`src/rtl/result_bram_drain_ctrl.sv`:
```
// Drains FP16 results from the circular result BRAM onto a valid/ready stream.
// Owns the read pointer the writer uses for occupancy and backpressure.
module result_bram_drain_ctrl #(
    parameter int RD_LATENCY = 1,
    parameter int CAPACITY   = 8192
) (
    input  logic         i_clk,
    input  logic         i_reset_n,
    input  logic         i_cmd_valid,
    output logic         o_cmd_ready,
    input  logic [13:0]  i_cmd_count,
    input  logic [13:0]  i_used_entries,
    input  logic         i_write_top_reset,
    output logic [8:0]   o_bram_rd_addr,
    output logic         o_bram_rd_en,
    input  logic [255:0] i_bram_rd_data,
    output logic [15:0]  o_out_data,
    output logic         o_out_valid,
    input  logic         i_out_ready,
    output logic [12:0]  o_rd_ptr,
    output logic [13:0]  o_remaining,
    output logic         o_busy,
    output logic         o_done,
    output logic         o_abort
);

    typedef enum logic [2:0] {
        IDLE,
        WAIT,
        FETCH,
        LAT,
        STREAM,
        DONE
    } state_t;

    localparam logic [2:0]  LAT_LAST = 3'(RD_LATENCY);
    localparam logic [12:0] PTR_LAST = 13'(CAPACITY - 1);

    state_t         state_q;
    state_t         state_d;
    logic [12:0]    rd_ptr;
    logic [12:0]    ptr_inc;
    logic [13:0]    remaining;
    logic [4:0]     avail;
    logic [2:0]     lat_cnt;
    logic [255:0]   line_buf;
    logic [15:0]    out_data;
    logic           out_valid;
    logic           zero_done;
    logic           abort_q;
    logic           handshake;
    logic [4:0]     room;
    logic [4:0]     used_sat;
    logic [4:0]     rem_sat;
    logic [4:0]     min_a;
    logic [4:0]     snap_avail;

    assign handshake = out_valid && i_out_ready;
    assign ptr_inc   = (rd_ptr == PTR_LAST) ? 13'd0 : rd_ptr + 13'd1;

    // Entries we may emit from this fetch: up to the line end, never past the writer.
    always_comb begin
        room       = 5'd16 - {1'b0, rd_ptr[3:0]};
        used_sat   = (i_used_entries > 14'd16) ? 5'd16 : i_used_entries[4:0];
        rem_sat    = (remaining > 14'd16) ? 5'd16 : remaining[4:0];
        min_a      = (room < used_sat) ? room : used_sat;
        snap_avail = (min_a < rem_sat) ? min_a : rem_sat;
    end

    always_ff @(posedge i_clk or negedge i_reset_n) begin
        if (!i_reset_n) begin
            state_q <= IDLE;
        end else begin
            state_q <= state_d;
        end
    end

    always_comb begin
        state_d = state_q;
        case (state_q)
            IDLE: begin
                if (i_cmd_valid && (i_cmd_count != 14'd0)) begin
                    state_d = WAIT;
                end
            end
            WAIT: begin
                if (i_used_entries != 14'd0) begin
                    state_d = FETCH;
                end
            end
            FETCH: begin
                state_d = (snap_avail != 5'd0) ? LAT : WAIT;
            end
            LAT: begin
                if (lat_cnt == LAT_LAST) begin
                    state_d = STREAM;
                end
            end
            STREAM: begin
                if (handshake) begin
                    if (remaining == 14'd1) begin
                        state_d = DONE;
                    end else if (avail == 5'd1) begin
                        state_d = WAIT;
                    end
                end
            end
            DONE: begin
                state_d = IDLE;
            end
            default: begin
                state_d = IDLE;
            end
        endcase
        if (i_write_top_reset) begin
            state_d = IDLE;
        end
    end

    // Host buffer reset overrides every other datapath update.
    always_ff @(posedge i_clk or negedge i_reset_n) begin
        if (!i_reset_n) begin
            rd_ptr    <= 13'd0;
            remaining <= 14'd0;
            avail     <= 5'd0;
            lat_cnt   <= 3'd0;
            line_buf  <= '0;
            out_data  <= 16'd0;
            out_valid <= 1'b0;
            zero_done <= 1'b0;
            abort_q   <= 1'b0;
        end else if (i_write_top_reset) begin
            rd_ptr    <= 13'd0;
            remaining <= 14'd0;
            avail     <= 5'd0;
            out_valid <= 1'b0;
            zero_done <= 1'b0;
            abort_q   <= (state_q != IDLE);
        end else begin
            abort_q   <= 1'b0;
            zero_done <= 1'b0;
            case (state_q)
                IDLE: begin
                    if (i_cmd_valid) begin
                        remaining <= i_cmd_count;
                        zero_done <= (i_cmd_count == 14'd0);
                    end
                end
                FETCH: begin
                    avail   <= snap_avail;
                    lat_cnt <= 3'd1;
                end
                LAT: begin
                    if (lat_cnt == LAT_LAST) begin
                        line_buf  <= i_bram_rd_data;
                        out_data  <= i_bram_rd_data[{rd_ptr[3:0], 4'b0000} +: 16];
                        out_valid <= 1'b1;
                    end else begin
                        lat_cnt <= lat_cnt + 3'd1;
                    end
                end
                STREAM: begin
                    if (handshake) begin
                        rd_ptr    <= ptr_inc;
                        remaining <= remaining - 14'd1;
                        avail     <= avail - 5'd1;
                        if ((remaining == 14'd1) || (avail == 5'd1)) begin
                            out_valid <= 1'b0;
                        end else begin
                            out_data <= line_buf[{ptr_inc[3:0], 4'b0000} +: 16];
                        end
                    end
                end
                default: begin
                end
            endcase
        end
    end

    assign o_cmd_ready    = (state_q == IDLE);
    assign o_busy         = (state_q != IDLE);
    assign o_bram_rd_en   = (state_q == FETCH);
    assign o_bram_rd_addr = rd_ptr[12:4];
    assign o_done         = (state_q == DONE) || zero_done;
    assign o_abort        = abort_q;
    assign o_out_data     = out_data;
    assign o_out_valid    = out_valid;
    assign o_rd_ptr       = rd_ptr;
    assign o_remaining    = remaining;

endmodule

```
`config.mk`:
```
export PLATFORM = sky130hd
export DESIGN_NAME = result_bram_drain_ctrl
export DESIGN_NICKNAME = d
export VERILOG_FILES = /design/src/rtl/result_bram_drain_ctrl.sv
export SDC_FILE = /design/constraint.sdc
export NUM_CORES = 1
export LEC_CHECK = 0
export BUFFER_PORTS_ARGS = -buffer_cell sky130_fd_sc_hd__buf_4
export CAP_MARGIN = 0
export CORE_ASPECT_RATIO = 2
export CORE_MARGIN = 5
export CORE_UTILIZATION = 56
export DETAILED_ROUTE_END_ITERATION = 10
export PLACE_DENSITY = 0.81
export SYNTH_ARGS = -nofsm -noshare
export SYNTH_HDL_FRONTEND = slang
export SYNTH_SLANG_ARGS = --single-unit
```
`constraint.sdc`:
```
create_clock -name i_clk -period 5.7 [get_ports i_clk]
set_input_delay 0.57 -clock i_clk [delete_from_list [all_inputs] [get_ports i_clk]]
set_output_delay 0.57 -clock i_clk [all_outputs]
set_load 0.02 [all_outputs]
```
==> impl_metrics.env, run 1 <==
export IMPL_synth_top_area_cell="dfrtp_1"
export IMPL_ys_seq_area_frac=0.450
export IMPL_cp_arrival_ns=5.06
export IMPL_ios=347
export IMPL_end_kind="register"
export IMPL_hold_viol=0
export IMPL_setup_viol=0
export IMPL_path_clk_slew_ns=0.07
export IMPL_rsz0062_at_grt="no"
export IMPL_dr_wl_met2_microns=32600
export IMPL_vias_per_cell=6.70
export IMPL_power_leakage_nw=9.19
export IMPL_cts_resized_gates=0
export IMPL_clock_sinks=313
export IMPL_period_needed_ns=4.60
export IMPL_numCtsBuffers=29
export IMPL_dpl_hpwl_microns=45700
export IMPL_synth_top_area_share=0.450
export IMPL_hold_path_class="primary input to async pin"
export IMPL_slew_headroom=0.190
export IMPL_overflow=0
export IMPL_post_cts_buffers=0
export IMPL_avgSynthCellArea_sq_um=12.3
export IMPL_routedWlPerCell_microns=29.6
export IMPL_die_area_sq_mm=0.0349
export IMPL_tightest_slew_ns=1.21
export IMPL_portBuffers=346
export IMPL_antenna_found_initial=2
export IMPL_yosys_cell_types_count=63
export IMPL_path_class="register to register"
export IMPL_insertion_delay_ns=0.58
export IMPL_crit_fanout=9
export IMPL_grt_pass1_wl_microns=90700
export IMPL_status="completed"
export IMPL_dr_first_iter_drc_count=1003
export IMPL_route_detailed_drc=0
export IMPL_synth_fp_nets=1720
export IMPL_core_area_sq_mm=0.0307
export IMPL_start_kind="register"
export IMPL_syn_instance_count=1414
export IMPL_finalPower_w=0.00789
export IMPL_drive_gt1_frac=0.474
export IMPL_syn_area_sq_mm=0.0174
export IMPL_dp_cells=2033
export IMPL_met1_length_microns=17500
export IMPL_required_ns=6.16
export IMPL_routed_top_layer="met5"
export IMPL_cts_htree_levels=1
export IMPL_rows=91
export IMPL_gp_congestion=0.943
export IMPL_ys_warn_count=0
export IMPL_grt_pass1_vias=15038
export IMPL_grt_max_degree=141
export IMPL_synth_async_reset_ratio=1.00
export IMPL_whs_ns=0.0733
export IMPL_hold_buffers=0
export IMPL_num_vias=13975
export IMPL_die_w_microns=135
export IMPL_powerDensity_mw_per_mm2=372
export IMPL_skew_ns=0.0203
export IMPL_synth_edf_count=0
export IMPL_layout_nets=1998
export IMPL_fmax_mhz=217
export IMPL_ir_drop_v=0.000284
export IMPL_maxCapViolCount=0
export IMPL_cts_root_buf="clkbuf_16"
export IMPL_die_height_microns=259
export IMPL_antenna_violating_nets_post_route=0
export IMPL_finalCritPeriodShare=0.808
export IMPL_route_met3_wl_microns=4320
export IMPL_cts_buffer_depth=3
export IMPL_fill_cells=2276
export IMPL_slew_viol_final=0
export IMPL_synthTopCellsByArea="dfrtp_1 45%, mux2_2 17%, mux4_2 15%"
export IMPL_setup_tns_ns=0
export IMPL_start_util=0.567
export IMPL_final_cells=2087
export IMPL_ys_ff_latch=313
export IMPL_firstDrtPassIters=5
export IMPL_synth_main_ff_cell="dfrtp_1"
export IMPL_routed_wirelength_microns=61900
export IMPL_cts_tree="yes"
export IMPL_area_delta_synth_final_pct=21.9
export IMPL_grt_usage=0.350
-- layout make-up --
cell class / instances / area (sq um) / area share
Clock buffer: 42 / 855 / 0.0402
Tap cell: 372 / 465 / 0.0219
Clock inverter: 11 / 119 / 0.00560
Multi-Input combinational cell: 958 / 9030 / 0.425
Inverter: 22 / 82.6 / 0.00389
Sequential cell: 313 / 7840 / 0.369
Timing Repair Buffer: 368 / 2850 / 0.134
Antenna cell: 1 / 2.50 / 0.000118
-- worst max-delay path, cell delays in order (launching register included) --
cell,delay (ns)
dfrtp_4,0.47
clkinv_1,0.10
ha_1,0.22
xor2_1,0.25
inv_1,0.09
ha_1,0.34
a211oi_1,0.26
o21bai_1,0.20
a21o_1,0.23
a311oi_1,0.49
inv_1,0.10
ha_1,0.31
nand2_1,0.05
o21ai_0,0.43
a41o_1,0.25
o31ai_4,0.14
a211o_1,0.32
a32o_1,0.24
-- power breakdown --
part	switching (W)	internal, W
logic	0.00105	0.00124
clock network	0.000885	0.00113
registers	0.000515	0.00307
total	0.00245	0.00545
-- cell usage in the layout (no fill, tap or decap), drive strengths merged, types with 11 or more instances in the layout --
cell    netlist  final
nor3         30     30
clkbuf       84     42
or3          25     25
buf          37    368
nor2         91     91
mux4        113    113
nand3        17     17
nand2b       13     13
o311ai       11     11
mux2        264    264
a21oi        46     46
dfrtp       313    313
a31oi        18     18
nor4         18     18
inv          20     23
o21ai        66     66
o211ai       28     28
nand2        77     77
ha           17     17
-- routing by layer --
layer,GRT usage,up-vias
li1,-,5912
met1,0.336,7060
met2,0.617,741
met3,0.0551,260
met4,0.338,2
met5,0,-
-- through the flow --
stage / instance area (sq um) / util / worst slack [ns]
after floorplan: 17400 / - / 0.821
after global placement: 20300 / 0.659 / 0.685
after detailed placement: 20300 / 0.659 / 0.600
after CTS: 21200 / 0.691 / 1.05
after global routing: 21200 / 0.691 / 0.778
final: 21200 / 0.691 / 1.10
-- synthesized netlist by cell type, drive strengths merged (6+ instances only) --
cell and count:
nand2b 13, a21o 6, nand2 77, xor2 8, or4 8, inv 20, nor4 18, dfrtp 313
mux4 113, o21ai 66, a31oi 18, o221ai 6, nor3 30, o211ai 28, clkbuf 84, o311ai 11
buf 37, nor2 91, mux2 264, ha 17, a211oi 7, nand3 17, a21oi 46, or3 25
mux2i 7, a311oi 8
-- registers in the layout, indices dropped and copies added, names as in the netlist --
| signal | count |
|---|---|
| o_out_valid | 1 |
| lat_cnt | 3 |
| line_buf | 256 |
| avail | 5 |
| o_abort | 1 |
| state_q | 3 |
| o_rd_ptr | 13 |
| zero_done | 1 |
| o_remaining | 14 |
| o_out_data | 16 |
-- final timing paths --
path | startpoint | endpoint | slack (ns) | cells after the start
setup / recovery | o_rd_ptr[0] | avail[1] | 1.10 | 17
hold / removal | i_reset_n | o_remaining[13] | 0.07 | 1
hold reg to reg | line_buf[45] | line_buf[45] | 0.50 | 1
setup reg to reg | o_rd_ptr[0] | avail[1] | 1.10 | 17
max in group asynchronous | i_reset_n | line_buf[139] | 4.16 | 2
min in group i_clk | i_cmd_valid | zero_done | 0.22 | 3
-- kinds of logic after synthesis --
| kind of cell | Yosys count | share of synthesized area |
|---|---|---|
| adders and majority gates | 17 | 0.0122 |
| AOI/OAI and AO/OA | 233 | 0.0883 |
| DFF | 313 | 0.450 |
| and+or+nand+nor | 311 | 0.0875 |
| muxes | 384 | 0.321 |
| xor gates and xnor gates | 13 | 0.00654 |
| buffers and inverters | 143 | 0.0351 |
No activity file was read; power rests on OpenSTA's default activity.
==> run 2: changes to the inputs <==
Clock period 5.7 ns to 4.56 ns, I/O delays scaled along.
==> impl_metrics.env, run 2 (same netlist as run 1, synthesis figures left out) <==
export IMPL_start_kind="register"
export IMPL_hold_viol=0
export IMPL_slew_headroom=0.190
export IMPL_core_area_sq_mm=0.0307
export IMPL_drive_gt1_frac=0.474
export IMPL_area_delta_synth_final_pct=22.9
export IMPL_grt_usage=0.349
export IMPL_start_util=0.567
export IMPL_antenna_violating_nets_post_route=0
export IMPL_die_area_sq_mm=0.0349
export IMPL_num_vias=14021
export IMPL_grt_pass1_wl_microns=90100
export IMPL_overflow=0
export IMPL_final_cells=2101
export IMPL_cts_buffer_depth=3
export IMPL_antenna_found_initial=8
export IMPL_tightest_slew_ns=1.21
export IMPL_period_needed_ns=4.33
export IMPL_routed_wirelength_microns=61300
export IMPL_firstDrtPassIters=7
export IMPL_setup_slack_ns=0.232
export IMPL_end_kind="register"
export IMPL_required_ns=5.03
export IMPL_portBuffers=346
export IMPL_pre_cts_slack_ns=-0.0962
export IMPL_largest_reg_flops=256
export IMPL_cp_arrival_ns=4.80
export IMPL_top_register="line_buf"
export IMPL_clock_sinks=313
export IMPL_gp_congestion=0.948
export IMPL_crit_fanout=9
export IMPL_grt_max_degree=183
export IMPL_setup_tns_ns=0
export IMPL_design_area_sq_mm=0.0214
export IMPL_ir_drop_v=0.000371
export IMPL_routedWlPerCell_microns=29.2
export IMPL_layout_nets=2008
export IMPL_powerDensity_mw_per_mm2=467
export IMPL_path_clk_slew_ns=0.07
export IMPL_finalPower_w=0.0100
export IMPL_path_class="register to register"
export IMPL_setup_viol=0
export IMPL_slew_viol_final=0
export IMPL_vias_per_cell=6.67
export IMPL_ios=347
export IMPL_die_height_microns=259
export IMPL_dpl_hpwl_microns=46100
export IMPL_maxCapViolCount=0
export IMPL_power_leakage_nw=9.26
export IMPL_fmax_mhz=231
export IMPL_hold_path_class="primary input to register"
export IMPL_dpl_instance_area_sq_mm=0.0203
export IMPL_cts_tree="yes"
export IMPL_cts_htree_levels=1
export IMPL_route_detailed_drc=0
export IMPL_dp_cells=2041
export IMPL_cts_root_buf="clkbuf_16"
export IMPL_die_w_microns=135
export IMPL_insertion_delay_ns=0.58
export IMPL_finalCritPeriodShare=0.949
export IMPL_post_cts_buffers=0
export IMPL_dr_first_iter_drc_count=913
export IMPL_status="completed"
export IMPL_rows=91
export IMPL_numCtsBuffers=30
export IMPL_final_common_cell="buf_4"
export IMPL_grt_pass1_vias=15229
export IMPL_skew_ns=0.0207
export IMPL_rsz0062_at_grt="no"
export IMPL_final_cell_mix="367 x buf_4, 311 x dfrtp_1, 264 x mux2_2"
==> run 2: cell count changes in the layout (fill, tap and decap cells not counted), sizes merged <==
| cell | change |
|---|---|
| diode | +4 |
| buf | +8 |
| dlygate4sd3 | +1 |
| clkinvlp | -1 |
| bufinv | +2 |
| clkinv | -3 |
| inv | -2 |
| clkbuf | +5 |
==> run 2: path summary, 6_finish.rpt <==
check / start / end / slack [ns] / cells past startpoint
setup / recovery: o_rd_ptr[0] / avail[1] / 0.23 / 17
hold / removal: i_bram_rd_data[227] / line_buf[227] / 0.12 / 2
setup reg to reg: o_rd_ptr[0] / avail[1] / 0.23 / 17
hold reg to reg: line_buf[108] / line_buf[108] / 0.50 / 1
max in group asynchronous: i_reset_n / line_buf[151] / 2.90 / 3
min in group asynchronous: i_reset_n / o_remaining[13] / 0.52 / 2
==> run 2: repair_timing <==
action                                 4_1_cts  5_1_grt
endpoints found under the hold margin       37        0
setup endpoints to repair                    0        5
hold buffers                                 1        0
resized for setup                            0        1
==> run 2: worst max-delay path, cell delays in order, from the launching register on <==
cell	delay (ns)
dfrtp_4	0.48
clkinv_1	0.11
ha_1	0.22
xor2_1	0.29
inv_1	0.10
ha_1	0.34
a211oi_1	0.27
o21bai_1	0.14
a21o_1	0.22
a311oi_2	0.40
inv_1	0.10
ha_1	0.31
nand2_1	0.05
o21ai_1	0.28
a41o_1	0.22
o31ai_4	0.14
a211o_1	0.32
a32o_1	0.24
==> run 2: stage by stage <==
stage / util / hold slack, ns
floorplan: - / 0.160
global placement: 0.662 / 0.483
detailed placement: 0.662 / 0.488
CTS: 0.696 / 0.107
global route: 0.697 / 0.114
finish: 0.697 / 0.123
==> run 2: layout make-up <==
type / instances / area, sq um
fill: 2272 / 9330
multi-input combinational: 958 / 9040
sequential: 313 / 7840
timing repair buffer: 377 / 2940
clock buffer: 47 / 896
tap: 372 / 465
clock inverter: 7 / 139
inverter: 22 / 82.6
antenna: 5 / 12.5
==> run 2: metal layers <==
metal | up-vias | track usage | share of wire
met5 | - | 0 | 0.00039
met4 | 4 | 0.357 | 0.13
met3 | 286 | 0.0555 | 0.065
met2 | 763 | 0.616 | 0.52
met1 | 7028 | 0.322 | 0.28
li1 | 5940 | - | -
==> run 2: power breakdown <==
| part | internal, W | switching, W | total, W |
|---|---|---|---|
| clock network | 0.00157 | 0.00110 | 0.00267 |
| registers | 0.00384 | 0.000636 | 0.00447 |
| logic | 0.00156 | 0.00130 | 0.00286 |
| total | 0.00696 | 0.00304 | 0.0100 |
==> run 3: changes to the inputs <==
Clock period 4.56 ns to 4.33 ns, I/O delays scaled along.
==> impl_metrics.env, run 3 (same netlist as run 1, synthesis figures left out) <==
export IMPL_ios=347
export IMPL_antenna_violating_nets_post_route=0
export IMPL_layout_nets=2019
export IMPL_largest_reg_flops=256
export IMPL_routedWlPerCell_microns=28.9
export IMPL_power_leakage_nw=9.32
export IMPL_vias_per_cell=6.56
export IMPL_grt_max_degree=132
export IMPL_route_detailed_drc=0
export IMPL_clock_sinks=313
export IMPL_dpl_instance_area_sq_mm=0.0204
export IMPL_overflow=0
export IMPL_required_ns=4.78
export IMPL_post_cts_buffers=0
export IMPL_whs_ns=0.109
export IMPL_die_height_microns=259
export IMPL_crit_fanout=9
export IMPL_tightest_slew_ns=0.963
export IMPL_core_area_sq_mm=0.0307
export IMPL_period_needed_ns=4.07
export IMPL_fmax_mhz=246
export IMPL_num_vias=13874
export IMPL_status="completed"
export IMPL_cts_root_buf="clkbuf_16"
export IMPL_drive_gt1_frac=0.485
export IMPL_met1_length_microns=17200
export IMPL_ir_drop_v=0.000426
export IMPL_final_cell_mix="381 x buf_4, 311 x dfrtp_1, 264 x mux2_2"
export IMPL_final_cells=2114
export IMPL_cp_arrival_ns=4.52
export IMPL_path_class="register to register"
export IMPL_cts_htree_levels=1
export IMPL_slew_viol_final=0
export IMPL_dp_cells=2054
export IMPL_firstDrtPassIters=7
export IMPL_die_w_microns=135
export IMPL_rows=91
export IMPL_routed_top_layer="met4"
export IMPL_dpl_hpwl_microns=46200
export IMPL_start_util=0.567
export IMPL_grt_pass1_wl_microns=90300
export IMPL_start_kind="register"
export IMPL_cts_tree="yes"
export IMPL_finalCritPeriodShare=0.939
export IMPL_fill_cells=2244
export IMPL_end_kind="register"
export IMPL_regArea_sq_mm=0.00784
export IMPL_rsz0062_at_grt="no"
export IMPL_slew_headroom=0.356
export IMPL_route_met3_wl_microns=4140
export IMPL_hold_path_class="primary input to register"
export IMPL_routed_wirelength_microns=61200
export IMPL_design_area_sq_mm=0.0215
export IMPL_maxCapViolCount=0
export IMPL_multi_input_area_sq_mm=0.00906
export IMPL_top_register="line_buf"
export IMPL_die_area_sq_mm=0.0349
export IMPL_grt_usage=0.350
export IMPL_setup_viol=0
export IMPL_final_common_cell="buf_4"
export IMPL_gp_congestion=0.932
export IMPL_grt_pass1_vias=15140
export IMPL_antenna_found_initial=7
export IMPL_hold_viol=0
export IMPL_cts_buffer_depth=3
export IMPL_dr_first_iter_drc_count=1041
export IMPL_skew_ns=0.0136
export IMPL_path_clk_slew_ns=0.07
export IMPL_insertion_delay_ns=0.56
export IMPL_portBuffers=346
export IMPL_area_delta_synth_final_pct=23.4
export IMPL_dr_wl_met2_microns=32300
export IMPL_numCtsBuffers=28
export IMPL_powerDensity_mw_per_mm2=487
## run 3: cell types whose count changed in the layout (fill, tap and decap cells not counted), sizes merged
cell      change
buf          +13
clkbuf       -10
clkinv        +5
clkinvlp      +4
diode         +2
inv           -1
## run 3: through the flow
| stage | setup WS, ns | power (W) | util | setup TNS (ns) |
|---|---|---|---|---|
| 2_1_floorplan | 0.00363 | 0.00647 | - | 0 |
| 3_3_place_gp | 0.121 | 0.00755 | 0.665 | 0 |
| 3_5_place_dp | -0.0610 | 0.00774 | 0.665 | -0.0610 |
| 4_1_cts | 0.120 | 0.0105 | 0.698 | 0 |
| 5_1_grt | 0.000553 | 0.0109 | 0.699 | 0 |
| 6_report | 0.263 | 0.0105 | 0.699 | 0 |
## run 3: worst paths after layout
path | startpoint | to | slack [ns] | cells past startpoint
min | i_bram_rd_data[249] | line_buf[249] | 0.11 | 2
max | o_rd_ptr[0] | avail[1] | 0.26 | 17
min in group asynchronous | i_reset_n | o_remaining[7] | 0.49 | 2
max reg2reg | o_rd_ptr[0] | avail[1] | 0.26 | 17
min reg2reg | line_buf[216] | line_buf[216] | 0.50 | 1
max in group asynchronous | i_reset_n | line_buf[184] | 2.76 | 3
## run 3: cell type report
class | count | share of cell area
inverters | 22 | 0.00384
multi-input cells | 958 | 0.421
clock inverters | 15 | 0.00879
diodes | 7 | 0.000815
repair buffers | 390 | 0.141
flip-flops and latches | 313 | 0.365
well taps | 372 | 0.0216
clock buffers | 37 | 0.0384
## run 3: critical path: stages (launching register included)
cell and delay, ns:
dfrtp_4 0.49, clkinv_1 0.07, ha_1 0.20, xor2_2 0.21, inv_1 0.07, ha_1 0.33
a211oi_2 0.24, o21bai_1 0.18, a21o_1 0.24, a311oi_2 0.36, inv_1 0.08, ha_1 0.30
nand2_1 0.06, o21ai_2 0.21, a41o_1 0.21, o31ai_4 0.14, a211o_1 0.32, a32o_1 0.25
## run 3: power breakdown
group | internal (W) | switching, W
Sequential | 0.00404 | 0.000653
Combinational | 0.00166 | 0.00139
Clock | 0.00158 | 0.00116
Total | 0.00728 | 0.00320
## run 3: repair_timing
action / 4_1_cts / 5_1_grt
hold buffers: 1 / 0
endpoints found under the setup margin: 0 / 5
resized for setup: 0 / 3
endpoints found under the hold margin: 101 / 0
## run 3: metal layers
layer  global-route usage  vias up
li1                     -     5958
met3               0.0640      237
met1                0.324     6984
met2                0.617      695
met5                    0        -
met4                0.346        0
